## src/rtl/instruction_encoder_pkg.sv

```systemverilog
`default_nettype none
// ============================================================================
// Module      : instr_enc_pkg
// Description : Shared types and constants for the RV32I instruction encoder:
//               instruction format enum, common opcodes, the request record
//               and the immediate range helper.
// Revision    : 1.0 - initial release
// ============================================================================
package instr_enc_pkg;

    // Instruction formats; encodings 6 and 7 are illegal.
    typedef enum logic [2:0] {
        FMT_R = 3'd0,
        FMT_I = 3'd1,
        FMT_S = 3'd2,
        FMT_B = 3'd3,
        FMT_U = 3'd4,
        FMT_J = 3'd5
    } fmt_e;

    // Frequently injected major opcodes.
    localparam logic [6:0] OPC_LOAD   = 7'b0000011;
    localparam logic [6:0] OPC_OPIMM  = 7'b0010011;
    localparam logic [6:0] OPC_STORE  = 7'b0100011;
    localparam logic [6:0] OPC_BRANCH = 7'b1100011;
    localparam logic [6:0] OPC_LUI    = 7'b0110111;
    localparam logic [6:0] OPC_AUIPC  = 7'b0010111;
    localparam logic [6:0] OPC_JAL    = 7'b1101111;

    // One encode request as captured by the first pipeline stage.
    // fmt is kept raw so illegal encodings survive until packing.
    typedef struct packed {
        logic [2:0]  fmt;
        logic [6:0]  opcode;
        logic [4:0]  rd;
        logic [4:0]  rs1;
        logic [4:0]  rs2;
        logic [2:0]  funct3;
        logic [6:0]  funct7;
        logic [31:0] imm;
    } enc_req_t;

    // True when the decoder-form immediate fits the field of its format.
    // I/S/B carry a 12-bit signed field, U/J a 20-bit one; R and illegal
    // formats have no immediate to check.
    function automatic logic imm_in_range(input logic [2:0] fmt, input logic [31:0] imm);
        logic ok;
        ok = 1'b1;
        case (fmt)
            FMT_I, FMT_S, FMT_B: ok = (imm == {{20{imm[11]}}, imm[11:0]});
            FMT_U, FMT_J:        ok = (imm == {{12{imm[19]}}, imm[19:0]});
            default:             ok = 1'b1;
        endcase
        return ok;
    endfunction

endpackage
`default_nettype wire

```

## src/rtl/instruction_encoder_if.sv

```systemverilog
`default_nettype none
// ============================================================================
// Module      : instruction_encoder_if
// Description : Request/response bundle of the instruction encoder. The
//               master drives requests and consumes packed words; the slave
//               is the encoder itself.
// Revision    : 1.0 - initial release
// ============================================================================
interface instruction_encoder_if #(
    parameter int CNT_W = 16
);
    // Request side
    logic             valid_i;
    logic             ready_o;
    logic [2:0]       fmt_i;
    logic [6:0]       opcode_i;
    logic [4:0]       rd_i;
    logic [4:0]       rs1_i;
    logic [4:0]       rs2_i;
    logic [2:0]       funct3_i;
    logic [6:0]       funct7_i;
    logic [31:0]      imm_i;

    // Response side
    logic             valid_o;
    logic             ready_i;
    logic [31:0]      instruction_o;
    logic             error_o;
    logic [CNT_W-1:0] count_o;

    modport master (
        output valid_i, fmt_i, opcode_i, rd_i, rs1_i, rs2_i,
               funct3_i, funct7_i, imm_i, ready_i,
        input  ready_o, valid_o, instruction_o, error_o, count_o
    );

    modport slave (
        input  valid_i, fmt_i, opcode_i, rd_i, rs1_i, rs2_i,
               funct3_i, funct7_i, imm_i, ready_i,
        output ready_o, valid_o, instruction_o, error_o, count_o
    );

endinterface
`default_nettype wire

```

## src/rtl/instruction_encoder_imm_packer.sv

```systemverilog
`default_nettype none
// ============================================================================
// Module      : imm_packer
// Description : Pure combinational RV32I field placement. Takes a request in
//               decoder representation (B/J immediates already halved, U
//               immediate right-justified) and returns the instruction word.
//               Illegal formats produce an all-zero word and a flag.
// Revision    : 1.0 - initial release
// ============================================================================
module imm_packer
    import instr_enc_pkg::*;
(
    input  enc_req_t    req,
    output logic [31:0] instr,
    output logic        fmt_illegal
);

    // Only the low 20 immediate bits are ever placed; the upper bits matter
    // solely to the range check upstream.
    logic unused_imm_hi;
    assign unused_imm_hi = ^req.imm[31:20];

    // Field placement per format; fields a format lacks stay zero.
    always_comb begin
        instr       = 32'd0;
        fmt_illegal = 1'b0;
        case (req.fmt)
            FMT_R: instr = {req.funct7, req.rs2, req.rs1, req.funct3,
                            req.rd, req.opcode};
            FMT_I: instr = {req.imm[11:0], req.rs1, req.funct3,
                            req.rd, req.opcode};
            FMT_S: instr = {req.imm[11:5], req.rs2, req.rs1, req.funct3,
                            req.imm[4:0], req.opcode};
            // imm[11] is offset bit 12, imm[10] is offset bit 11
            FMT_B: instr = {req.imm[11], req.imm[9:4], req.rs2, req.rs1,
                            req.funct3, req.imm[3:0], req.imm[10], req.opcode};
            FMT_U: instr = {req.imm[19:0], req.rd, req.opcode};
            // imm[19] is offset bit 20, imm[10] is offset bit 11
            FMT_J: instr = {req.imm[19], req.imm[9:0], req.imm[10],
                            req.imm[18:11], req.rd, req.opcode};
            default: begin
                instr       = 32'd0;
                fmt_illegal = 1'b1;
            end
        endcase
    end

endmodule
`default_nettype wire

```

## src/rtl/instruction_encoder.sv

```systemverilog
`default_nettype none
// ============================================================================
// Module      : instruction_encoder
// Description : Two-stage valid/ready pipeline that packs opcode, register,
//               funct and immediate fields into a 32-bit RV32I word.
//               Stage A captures the request and checks the immediate range,
//               stage B packs the word and holds it for the consumer.
//               Optional macro IMM_RANGE_CHECK_EN: when defined, immediates
//               that do not fit their field raise error_o; otherwise they
//               are silently truncated and only illegal formats raise it.
// Revision    : 1.0 - initial release
// ============================================================================
module instruction_encoder
    import instr_enc_pkg::*;
#(
    parameter int CNT_W = 16
) (
    input  logic                 clk_i,
    input  logic                 rst_ni,
    instruction_encoder_if.slave bus
);

    enc_req_t         in_req;
    enc_req_t         a_req;
    logic             a_vld;
    logic             b_vld;
    logic [31:0]      b_instr;
    logic             b_err;
    logic [CNT_W-1:0] count;

    logic             in_acc;
    logic             out_acc;
    logic             b_free;
    logic             a_adv;
    logic [31:0]      packed_instr;
    logic             fmt_illegal;
    logic             b_err_d;

    // Gather the incoming request fields into one record.
    always_comb begin
        in_req        = '0;
        in_req.fmt    = bus.fmt_i;
        in_req.opcode = bus.opcode_i;
        in_req.rd     = bus.rd_i;
        in_req.rs1    = bus.rs1_i;
        in_req.rs2    = bus.rs2_i;
        in_req.funct3 = bus.funct3_i;
        in_req.funct7 = bus.funct7_i;
        in_req.imm    = bus.imm_i;
    end

    // Stage B can take a word when it is empty or its word leaves this cycle;
    // that makes a full pipeline with a consumer ready still accept input.
    assign out_acc     = b_vld & bus.ready_i;
    assign b_free      = ~b_vld | bus.ready_i;
    assign a_adv       = a_vld & b_free;
    assign bus.ready_o = ~a_vld | ~b_vld | bus.ready_i;
    assign in_acc      = bus.valid_i & bus.ready_o;

    // Stage A: take a new request, or drain once its contents move to B.
    always_ff @(posedge clk_i or negedge rst_ni) begin
        if (!rst_ni) begin
            a_vld <= 1'b0;
            a_req <= '0;
        end else if (in_acc) begin
            a_vld <= 1'b1;
            a_req <= in_req;
        end else if (a_adv) begin
            a_vld <= 1'b0;
        end
    end

`ifdef IMM_RANGE_CHECK_EN
    logic a_range_err;

    // Range flag travels alongside the captured request in stage A.
    always_ff @(posedge clk_i or negedge rst_ni) begin
        if (!rst_ni) begin
            a_range_err <= 1'b0;
        end else if (in_acc) begin
            a_range_err <= ~imm_in_range(bus.fmt_i, bus.imm_i);
        end
    end

    assign b_err_d = fmt_illegal | a_range_err;
`else
    assign b_err_d = fmt_illegal;
`endif

    imm_packer u_imm_packer (
        .req         (a_req),
        .instr       (packed_instr),
        .fmt_illegal (fmt_illegal)
    );

    // Stage B: load the packed word from A; hold it while the consumer stalls.
    always_ff @(posedge clk_i or negedge rst_ni) begin
        if (!rst_ni) begin
            b_vld   <= 1'b0;
            b_instr <= 32'd0;
            b_err   <= 1'b0;
        end else if (a_adv) begin
            b_vld   <= 1'b1;
            b_instr <= packed_instr;
            b_err   <= b_err_d;
        end else if (out_acc) begin
            b_vld   <= 1'b0;
        end
    end

    // Count handed-off words; wraps naturally at the counter width.
    always_ff @(posedge clk_i or negedge rst_ni) begin
        if (!rst_ni) begin
            count <= '0;
        end else if (out_acc) begin
            count <= count + 1'b1;
        end
    end

    assign bus.valid_o       = b_vld;
    assign bus.instruction_o = b_instr;
    assign bus.error_o       = b_err;
    assign bus.count_o       = count;

endmodule
`default_nettype wire

```

## src/flat_wrapper.sv

```systemverilog
// flat-port wrapper written by rule: the top's interface ports become plain ports
module instruction_encoder_flat import instr_enc_pkg::*;
#(
    parameter int CNT_W = 16
)
  (clk_i, rst_ni, bus_valid_i, bus_fmt_i, bus_opcode_i, bus_rd_i, bus_rs1_i, bus_rs2_i, bus_funct3_i, bus_funct7_i, bus_imm_i, bus_ready_i, bus_ready_o, bus_valid_o, bus_instruction_o, bus_error_o, bus_count_o);
  instruction_encoder_if #(.CNT_W(CNT_W)) bus_i ();
  input  logic clk_i;
  input  logic rst_ni;
  input wire logic [$bits(bus_i.valid_i)-1:0] bus_valid_i;
  input wire logic [$bits(bus_i.fmt_i)-1:0] bus_fmt_i;
  input wire logic [$bits(bus_i.opcode_i)-1:0] bus_opcode_i;
  input wire logic [$bits(bus_i.rd_i)-1:0] bus_rd_i;
  input wire logic [$bits(bus_i.rs1_i)-1:0] bus_rs1_i;
  input wire logic [$bits(bus_i.rs2_i)-1:0] bus_rs2_i;
  input wire logic [$bits(bus_i.funct3_i)-1:0] bus_funct3_i;
  input wire logic [$bits(bus_i.funct7_i)-1:0] bus_funct7_i;
  input wire logic [$bits(bus_i.imm_i)-1:0] bus_imm_i;
  input wire logic [$bits(bus_i.ready_i)-1:0] bus_ready_i;
  output wire logic [$bits(bus_i.ready_o)-1:0] bus_ready_o;
  output wire logic [$bits(bus_i.valid_o)-1:0] bus_valid_o;
  output wire logic [$bits(bus_i.instruction_o)-1:0] bus_instruction_o;
  output wire logic [$bits(bus_i.error_o)-1:0] bus_error_o;
  output wire logic [$bits(bus_i.count_o)-1:0] bus_count_o;
  assign bus_i.valid_i = bus_valid_i;
  assign bus_i.fmt_i = bus_fmt_i;
  assign bus_i.opcode_i = bus_opcode_i;
  assign bus_i.rd_i = bus_rd_i;
  assign bus_i.rs1_i = bus_rs1_i;
  assign bus_i.rs2_i = bus_rs2_i;
  assign bus_i.funct3_i = bus_funct3_i;
  assign bus_i.funct7_i = bus_funct7_i;
  assign bus_i.imm_i = bus_imm_i;
  assign bus_i.ready_i = bus_ready_i;
  assign bus_ready_o = bus_i.ready_o;
  assign bus_valid_o = bus_i.valid_o;
  assign bus_instruction_o = bus_i.instruction_o;
  assign bus_error_o = bus_i.error_o;
  assign bus_count_o = bus_i.count_o;
  instruction_encoder #(.CNT_W(CNT_W)) u_core (.clk_i(clk_i), .rst_ni(rst_ni), .bus(bus_i));
endmodule
```

## config.mk

```make
export PLATFORM = sky130hd
export DESIGN_NAME = instruction_encoder_flat
export DESIGN_NICKNAME = d
export VERILOG_FILES = /design/src/rtl/instruction_encoder_pkg.sv /design/src/rtl/instruction_encoder_if.sv /design/src/rtl/instruction_encoder_imm_packer.sv /design/src/rtl/instruction_encoder.sv /design/src/flat_wrapper.sv
export SDC_FILE = /design/constraint.sdc
export NUM_CORES = 1
export LEC_CHECK = 0
export ABC_AREA = 1
export CORE_MARGIN = 2
export CORE_UTILIZATION = 30
export DETAILED_ROUTE_END_ITERATION = 16
export HOLD_SLACK_MARGIN = 0.06
export PLACE_DENSITY_LB_ADDON = 0.12
export SKIP_CTS_REPAIR_TIMING = 1
export SLEW_MARGIN = 10
export SYNTH_ARGS = -nofsm -noshare
export SYNTH_HDL_FRONTEND = slang
export SYNTH_SLANG_ARGS = --single-unit
```

## constraint.sdc

```tcl
create_clock -name clk_i -period 3.3 [get_ports clk_i]
set_input_delay 0.66 -clock clk_i [delete_from_list [all_inputs] [get_ports clk_i]]
set_output_delay 0.66 -clock clk_i [all_outputs]
set_load 0.02 [all_outputs]
```

==> metrics.yaml <==
power:
  p_sw_mw: 1.325
  clockPowerShare_pct: 26.5
  p_total_mw: 4.040
  leakage_nw: 2.891
  power.share.sequential_pct: 44.0
  comb_power_share_pct: 29.5
  net_switching_share_of_the_total_power_pct: 32.79
  p_per_area_mw_per_mm2: 642.2
  vdd_ir_drop_max_v: 0.0002818
  cellInternalPower_mw: 2.715
cts:
  worstSkewPairLatency_ns: 0.35
  cts_tree: "yes"
  clock-root-buffer: "sky130_fd_sc_hd__clkbuf_16"
  cts.path.max_buffers: 2
  clock-sinks: 106
  clk_pin_slew_ns: 0.07
  cts_buffers: 9
  cts_htree_levels: 3
worst_setup_path:
  critical-path-slowest-cell: "sky130_fd_sc_hd__clkdlybuf4s50_1"
  crit_path_required_time_ns: 2.64
  r2r_slack_ns: 1.38
  worstRegToRegCells: 7
  timing.critical_path.to: "bus_ready_o"
  critPathMostFrequentCell: "sky130_fd_sc_hd__clkdlybuf4s50_1"
  timing.setup.critical_path_class: "in -> out"
  critical_path.startpoint: "bus_ready_i"
  worst_path_largest_cell_delay_ns: 0.61
  end_kind: "primary output"
  cpLargestDelayFamily: "buffers and inverters"
  critical_path.reg2reg.startpoint: "u_core.a_req[66]"
  critical_path.max_fanout: 3
  cp.arrival_ns: 1.97
  worst_r2r_endpoint: "u_core.bus.instruction_o[30]"
  logic_depth_of_the_worst_path_buffers_included: 4
  cp.buffers_inverters: 3
  worstSetupStartpointType: "primary input"
  critical_path.cell_chain: "clkdlybuf4s50_1 > inv_2 > nand3_2 > clkdlybuf4s50_1"
logic_synthesis:
  most_common_cell_in_the_netlist: "sky130_fd_sc_hd__nand2_1"
  post_synth_instance_area_mm2: 0.004698
  synth.largest_area_cell: "sky130_fd_sc_hd__dfrtp_1"
  synth-main-ff-cell: "sky130_fd_sc_hd__dfrtp_1"
  proportion_of_netlist_area_held_by_the_largest_area_contributor_pct: 56.46
  mappedNetlistNets: 572
  yosysWarnings: 0
  synthArstFlopShare_pct: 100.0
  synthCells: 500
  post_synth_most_frequent_cells: "163 x sky130_fd_sc_hd__nand2_1, 106 x sky130_fd_sc_hd__dfrtp_1, 37 x sky130_fd_sc_hd__nor2_1"
  synth_cell_types: 29
  number_of_synthesized_flops_with_an_enable_pin: 0
  ys_seq_area_share_pct: 56.46
  syn_avg_cell_area_um2: 9.397
  yosys_register_bits: 106
  synth.top_cells.by_area: "sky130_fd_sc_hd__dfrtp_1 56%, sky130_fd_sc_hd__nand2_1 13%, sky130_fd_sc_hd__mux2_2 6.2%"
cells_and_area:
  synth_to_final_area_change_pct: 33.87
  cell_count_final_fillers_out: 822
  final_core_utilization_pct: 41.22
  multi_input_area_mm2: 0.001805
  final_layout_size_suffix_gt1_share_pct: 9.493
  final_design_instance_area_without_fill_mm2: 0.006290
  sequential_cell_area_mm2: 0.002653
  fillers: 1535
  num-nets-final: 679
  insertedDiodeCount: 0
drt:
  drc: 0
  post_drt_via_cell_ratio: 4.540
  via_count: 3732
  drt-initial-drc-count: 236
  drt_pass1_iterations: 5
  wire_per_inst_um: 15.17
  ant_nets: 0
  drt_wl_total_um: 12470
global_routing:
  grt.total_usage_pct: 15.73
  grt_max_degree: 69
  first_global_vias: 3831
  grt_first_pass_wirelength_um: 20150
  global_route.overflow_total: 0
  antenna_found_initial: 0
place:
  port_buffers: 109
  detailed_place.area_mm2: 0.006005
  gp_congestion: 0.7998
  place_inst: 807
  detailedPlace.worstSlack_ns: 0.6559
  hpwl_dp_um: 8895
sta:
  worstMarginPinSlew_ns: 1.118
  timing.final.crit_share_pct: 79.69
  worst_slack_ns: 0.6703
  max_freq_mhz: 380.3
  timing.clock.skew_ns: 0.005195
  relSlewSlack_pct: 25.41
  timing.setup.tns_ns: 0
  hold_ws_ns: 0.4166
  final_number_of_hold_violating_endpoints: 0
  setup_viol: 0
  final.min_clock_period_ns: 2.630
  pins_over_slew_limit: 0
  grt_setup_unrepaired: "false"
die:
  die_x_um: 129.1
  io_pins: 122
  start_util_pct: 30.79
  die_h_um: 129.1
  floorplan.rows: 45
  std_cell_core_area_mm2: 0.01526
  die_footprint_mm2: 0.01668
run_status:
  run_status: "complete, no violations"
min_path:
  hp-class: "in -> async"
flow_run:
  max_cap_viol_count: 0
==> worst min-delay path by stage <==
stage | from | slack (ns) | depth (start not counted) | to
6_report | rst_ni | 0.42 | 1 | u_core.a_req[6]
5_1_grt | rst_ni | 0.50 | 1 | u_core.a_req[6]
4_1_cts | rst_ni | 0.47 | 1 | u_core.a_req[6]
3_5_place_dp | u_core.bus.instruction_o[11] | 0.47 | 2 | u_core.bus.instruction_o[11]
3_3_place_gp | u_core.a_req[61] | 0.47 | 1 | u_core.bus.instruction_o[4]
2_1_floorplan | rst_ni | 0.36 | 0 | u_core.a_req[0]
==> sequential cells by signal, indices dropped and copies added (netlist names) <==
name	count
u_core.a_req	55
u_core.bus.instruction_o	32
u_core.bus.error_o	1
u_core.bus.valid_o	1
u_core.a_vld	1
u_core.bus.count_o	16
==> cells by family (layout without fill, tap and decap cells) <==
family	after synthesis	after routing	synth area share [%]
compound gates	57	57	7.058
xor+xnor	9	9	1.678
simple gates	236	236	20.80
buf+inv	55	166	5.113
fa+ha+maj	1	1	0.2663
mux	36	36	8.629
flops	106	106	56.46
==> area by class of cell <==
cell class                 count  share of cell area [%]
clock buffer                  10                   3.640
inverter                      39                   2.327
sequential                   106                   42.17
timing repair buffer         112                   18.06
multi-input combinational    339                   28.70
clock inverter                 5                  0.8952
tap                          211                   4.197
==> power groups by stage <==
| stage | logic, mW | clock network [mW] | registers, mW |
|---|---|---|---|
| CTS | 1.21 | 1.11 | 1.78 |
| global route | 1.31 | 1.15 | 1.82 |
| finish | 1.19 | 1.07 | 1.78 |
| detailed placement | 1.21 | 0 | 1.80 |
| global placement | 1.20 | 0 | 1.80 |
| floorplan | 0.450 | 0 | 1.95 |
==> layer usage <==
| layer | global-route usage, % | vias up | wire, um | part of all wire [%] |
|---|---|---|---|---|
| met5 | 0 | - | 0 | 0 |
| met4 | 4.412 | 0 | 150 | 1.2 |
| met3 | 3.592 | 10 | 597 | 4.8 |
| met2 | 24.64 | 87 | 5763 | 46 |
| met1 | 21.96 | 1816 | 5961 | 48 |
| li1 | - | 1819 | - | - |
==> cells in the final DEF (no fill, tap or decap) <==
| cell type | count |
|---|---|
| sky130_fd_sc_hd__o22ai_1 | 3 |
| sky130_fd_sc_hd__nor2_1 | 37 |
| sky130_fd_sc_hd__clkbuf_16 | 9 |
| sky130_fd_sc_hd__a21oi_1 | 20 |
| sky130_fd_sc_hd__nand2_1 | 163 |
| sky130_fd_sc_hd__xnor2_1 | 3 |
| sky130_fd_sc_hd__xor2_1 | 6 |
| sky130_fd_sc_hd__clkinvlp_4 | 1 |
| sky130_fd_sc_hd__o21ai_0 | 21 |
| sky130_fd_sc_hd__nand2_2 | 2 |
| sky130_fd_sc_hd__ha_1 | 1 |
| sky130_fd_sc_hd__nor2_4 | 1 |
| sky130_fd_sc_hd__a21oi_2 | 1 |
| sky130_fd_sc_hd__nand3_2 | 3 |
| sky130_fd_sc_hd__nand4_1 | 9 |
| sky130_fd_sc_hd__nand3b_1 | 1 |
| sky130_fd_sc_hd__a22o_1 | 7 |
| sky130_fd_sc_hd__buf_4 | 2 |
| sky130_fd_sc_hd__mux2_2 | 26 |
| sky130_fd_sc_hd__clkbuf_1 | 1 |
| sky130_fd_sc_hd__o211ai_1 | 4 |
| sky130_fd_sc_hd__nor2_2 | 3 |
| sky130_fd_sc_hd__mux2_1 | 10 |
| sky130_fd_sc_hd__nor3b_1 | 2 |
| sky130_fd_sc_hd__clkdlybuf4s50_1 | 108 |
| sky130_fd_sc_hd__nand3_1 | 15 |
| sky130_fd_sc_hd__clkinv_4 | 1 |
| sky130_fd_sc_hd__bufinv_16 | 1 |
| sky130_fd_sc_hd__buf_12 | 2 |
| sky130_fd_sc_hd__inv_2 | 4 |
| sky130_fd_sc_hd__dfrtp_1 | 106 |
| sky130_fd_sc_hd__o21a_1 | 1 |
| sky130_fd_sc_hd__clkinv_2 | 2 |
| sky130_fd_sc_hd__inv_1 | 35 |
Power figures use the tool's default switching activity.
